File: src/rtl/keypad_pin_entry.sv
// Keypad front-end: collects two BCD digits, commits them to x_out on ENTER.
// Optional idle timeout for partial entries is compiled in with KEYPAD_TIMEOUT_EN.
module keypad_pin_entry #(
    parameter int unsigned TIMEOUT_CYCLES = 50
) (
    input  logic       clock,
    input  logic       reset,
    input  logic [3:0] key_code,
    input  logic       key_valid,
    output logic [7:0] x_out,
    output logic       pin_valid,
    output logic [1:0] digit_count,
    output logic       err
);

    typedef enum logic [1:0] {
        ST_IDLE = 2'd0,
        ST_ONE  = 2'd1,
        ST_TWO  = 2'd2
    } state_e;

    localparam logic [3:0] KEY_DIGIT_MAX = 4'h9;
    localparam logic [3:0] KEY_CLEAR     = 4'hA;
    localparam logic [3:0] KEY_ENTER     = 4'hB;

    // Elaboration-time guard on the timeout range
    if (TIMEOUT_CYCLES < 2 || TIMEOUT_CYCLES > 65535) begin : g_bad_timeout
        $error("keypad_pin_entry: TIMEOUT_CYCLES out of range 2..65535");
    end

    state_e     state_q, state_d;
    logic [7:0] buf_q, buf_d;
    logic [7:0] x_out_q, x_out_d;
    logic       pin_valid_q, pin_valid_d;
    logic       err_q, err_d;

`ifdef KEYPAD_TIMEOUT_EN
    localparam logic [15:0] TIMEOUT_LAST = 16'(TIMEOUT_CYCLES - 1);
    logic [15:0] idle_cnt_q, idle_cnt_d;
`endif

    // Next-state and output decode
    always_comb begin
        state_d     = state_q;
        buf_d       = buf_q;
        x_out_d     = x_out_q;
        pin_valid_d = 1'b0;
        err_d       = 1'b0;

        if (key_valid) begin
            if (key_code <= KEY_DIGIT_MAX) begin
                case (state_q)
                    ST_IDLE: begin
                        buf_d[7:4] = key_code;
                        state_d    = ST_ONE;
                    end
                    ST_ONE: begin
                        buf_d[3:0] = key_code;
                        state_d    = ST_TWO;
                    end
                    ST_TWO:  err_d   = 1'b1;
                    default: state_d = ST_IDLE;
                endcase
            end else if (key_code == KEY_CLEAR) begin
                state_d = ST_IDLE;
                buf_d   = 8'h00;
            end else if (key_code == KEY_ENTER) begin
                if (state_q == ST_TWO) begin
                    x_out_d     = buf_q;
                    pin_valid_d = 1'b1;
                    buf_d       = 8'h00;
                    state_d     = ST_IDLE;
                end else begin
                    err_d = 1'b1;
                end
            end else begin
                err_d = 1'b1;
            end
        end

`ifdef KEYPAD_TIMEOUT_EN
        // Counter runs only while a partial entry sits idle; any key clears it
        idle_cnt_d = 16'd0;
        if (state_q != ST_IDLE && !key_valid) begin
            if (idle_cnt_q == TIMEOUT_LAST) begin
                state_d = ST_IDLE;
                buf_d   = 8'h00;
                err_d   = 1'b1;
            end else begin
                idle_cnt_d = idle_cnt_q + 16'd1;
            end
        end
`endif
    end

    always_ff @(posedge clock or negedge reset) begin
        if (!reset) begin
            state_q     <= ST_IDLE;
            buf_q       <= 8'h00;
            x_out_q     <= 8'h00;
            pin_valid_q <= 1'b0;
            err_q       <= 1'b0;
`ifdef KEYPAD_TIMEOUT_EN
            idle_cnt_q  <= 16'd0;
`endif
        end else begin
            state_q     <= state_d;
            buf_q       <= buf_d;
            x_out_q     <= x_out_d;
            pin_valid_q <= pin_valid_d;
            err_q       <= err_d;
`ifdef KEYPAD_TIMEOUT_EN
            idle_cnt_q  <= idle_cnt_d;
`endif
        end
    end

    assign x_out       = x_out_q;
    assign pin_valid   = pin_valid_q;
    assign err         = err_q;
    assign digit_count = 2'(state_q);

endmodule

File: config.mk
export PLATFORM = sky130hd
export DESIGN_NAME = keypad_pin_entry
export DESIGN_NICKNAME = d
export VERILOG_FILES = /design/src/rtl/keypad_pin_entry.sv
export SDC_FILE = /design/constraint.sdc
export NUM_CORES = 1
export LEC_CHECK = 0
export CAP_MARGIN = 25
export CORE_AREA = 4 4 48 50
export DETAILED_ROUTE_END_ITERATION = 12
export DIE_AREA = 0 0 52 54
export MAX_ROUTING_LAYER = met4
export PLACE_DENSITY = 0.72
export SLEW_MARGIN = 25
export SYNTH_ARGS = -nofsm -noshare
export SYNTH_HDL_FRONTEND = slang
export SYNTH_SLANG_ARGS = --single-unit
File: constraint.sdc
create_clock -name clock -period 3.3 [get_ports clock]
set_input_delay 0.66 -clock clock [delete_from_list [all_inputs] [get_ports clock]]
set_output_delay 0.66 -clock clock [all_outputs]
set_load 0.005 [all_outputs]
==> results.txt <==
Number of DRC markers in iteration 0 = 5
Global-route wire length before repair = 2.75 mm
CP max stage cell = clkdlybuf4s50_1
Most frequent cells in the layout = 20 x dfrtp_1, 18 x clkdlybuf4s50_1, 8 x mux2_2
Wire length per cell = 14.3 µm
Vias in the first global route = 605
Antenna violations before repair = 0
Setup violations, final = 0
Final hold vios = 0
Rel. slew slack = 41.9%
Yosys warns = 0
VDD IR max = 0.456 mV
Max-slew violations = 0
Die area = 0.00281 mm²
Initial core utilization = 45.3%
Placer Congestion = 0.754
Die span in y = 54 µm
Crit Path Class = input port to flop
Crit path time final = 2.09 ns
Post-layout util = 59.1%
H-tree depth = 1
Clock Tree Root = clkbuf_4
Num rows = 16
Fin worst setup slack = 1.21 ns
N_diodes = 0
Skew-Pair Late Insertion Delay = 0.30 ns
Yosys reg bits = 20
Largest net degree at the start of global routing = 21
CTS Sinks = 20
Fraction of layout cells with a size suffix above 1 = 21.2%
Worst path cell trace = clkdlybuf4s50_1 -> nand3b_1 -> nor3_4 -> mux2_2
Post-DRT Antenna Nets = 0
Overall Global Routing Usage = 13.8%
Worst slew pin tran = 0.869 ns
Crit path max fanout = 9
Number of remaining DRC errors = 0
Clk buf depth = 2
Yosys cell types = 24
First-pass DRT Iterations = 2
Vias = 593
Clk_skew = 0.00505 ns
CP startpoint kind = input port
Static leakage = 0.496 nW
Cell area after synthesis = 862 µm²
Pre-CTS setup slack = 0.873 ns
IO Pins = 19
RSZ-0062 raised after global routing = false
Net Count, Synth = 71
Dpl hpwl = 1.20 mm
CTS tree = built
Most common cell after layout, fill and taps aside = dfrtp_1
Max Freq = 479 MHz
Outcome = completed
Die width = 52 µm
Total gr overflow = 0
Nets = 93
Pwr Density = 717 mW/mm²
Hold-fix buffer count after cts = 0
Crit path DAT = 2.29 ns
Synthesized instance count = 64
CTS resizes = 0
Final worst path period share = 63.3%
Critical Path Sink Type = flop
Postcts setup bufs = 0
Layout filler cell count = 159
Tot Pwr = 0.000806 W
Final WL = 1.61 mm
CTS Buf Count = 3
Area growth syn-to-layout = 30.3%
Type of the most critical hold path = flop to flop
Seq/Total Area, Yosys = 58.1%
Core Box Area = 0.00190 mm²
Clock transition at the registers of the reported paths = 0.12 ns
PortBufs = 18
Average via count per standard cell = 5.29
Setup TNS Final = 0 ns
Req. time, crit path = 3.50 ns
Mapped Avg Cell Area = 13.5 µm²
Max Cap Violations = 0
CP peak stage delay = 0.68 ns
[path summary, 6_finish.rpt]
path / from / end / slack (ns) / cells after the start
worst max-delay path: key_code[1] / x_out[3] / 1.21 / 4
worst min-delay path: buf_q[4] / buf_q[4] / 0.50 / 1
worst max register to register: digit_count[0] / buf_q[3] / 1.76 / 4
worst min register to register: buf_q[4] / buf_q[4] / 0.50 / 1
max in group asynchronous: reset / digit_count[0] / 1.93 / 1
min in group asynchronous: reset / buf_q[3] / 0.84 / 1
[metal layers]
layer / wire [µm] / track usage (%) / share of wire [%]
met4: 18 / 5.24 / 1.1
met1: 745 / 17.5 / 46
met3: 53 / 2.49 / 3.3
met5: 0 / - / 0
met2: 788 / 22.0 / 49
[per-stage QoR]
| step | hold WS [ns] | std cells | instance area (µm²) |
|---|---|---|---|
| global route | 0.535 | 112 | 1120 |
| CTS | 0.503 | 112 | 1120 |
| finish | 0.502 | 112 | 1120 |
| detailed placement | 0.468 | 108 | 1070 |
| floorplan | 0.364 | 64 | 862 |
| global placement | 0.481 | 108 | 1070 |
[synthesized netlist by cell type]
cell type	n	area, µm²
dfrtp_1	20	500
mux2_2	8	90.1
a32o_1	4	40.0
nand2_1	4	15.0
nor2_1	4	15.0
a21oi_1	3	15.0
inv_1	2	7.51
o22ai_1	2	12.5
o2bb2ai_1	2	17.5
a21o_2	1	8.76
a22o_1	1	8.76
a22o_2	1	10.0
a311oi_4	1	26.3
a31o_2	1	8.76
buf_2	1	5.00
mux2i_1	1	10.0
nand2b_4	1	13.8
nand3_1	1	5.00
nand3b_1	1	7.51
nor2b_1	1	6.26
nor3_4	1	16.3
nor4bb_1	1	10.0
o21a_1	1	7.51
o21ai_0	1	5.00
[where the power goes]
group | switching (W) | total [W] | internal [W]
Clock | 0.0000774 | 0.000200 | 0.000123
Sequential | 0.0000452 | 0.000358 | 0.000313
Combinational | 0.000104 | 0.000248 | 0.000144
[state kept, by name (all words and copies together), names as in the netlist]
name         flops
digit_count      2
pin_valid        1
buf_q            8
x_out            8
err              1
[cells by family after synthesis]
family                 synth area share (%)
AO/OA/AOI/OAI                          18.6
buffers and inverters                  1.45
flip-flops                             58.1
multiplexers                           11.6
AND/OR/NAND/NOR                        10.3
[area by class of cell]
| cell class | instances | area (µm²) | area share [%] |
|---|---|---|---|
| clock inverters | 1 | 30.0 | 2.67 |
| multi-input cells | 41 | 349 | 31.1 |
| flip-flops and latches | 20 | 500 | 44.5 |
| well taps | 27 | 33.8 | 3.01 |
| inverters | 2 | 7.51 | 0.668 |
| clock buffers | 3 | 22.5 | 2.00 |
| repair buffers | 18 | 180 | 16.0 |
[worst max-delay path: cells and delay by family]
| family | cells | cell delay [ns] |
|---|---|---|
| AND/OR/NAND/NOR | 2 | 0.55 |
| buffers and inverters | 1 | 0.68 |
| multiplexers | 1 | 0.39 |
Power figures use the tool's default switching activity.
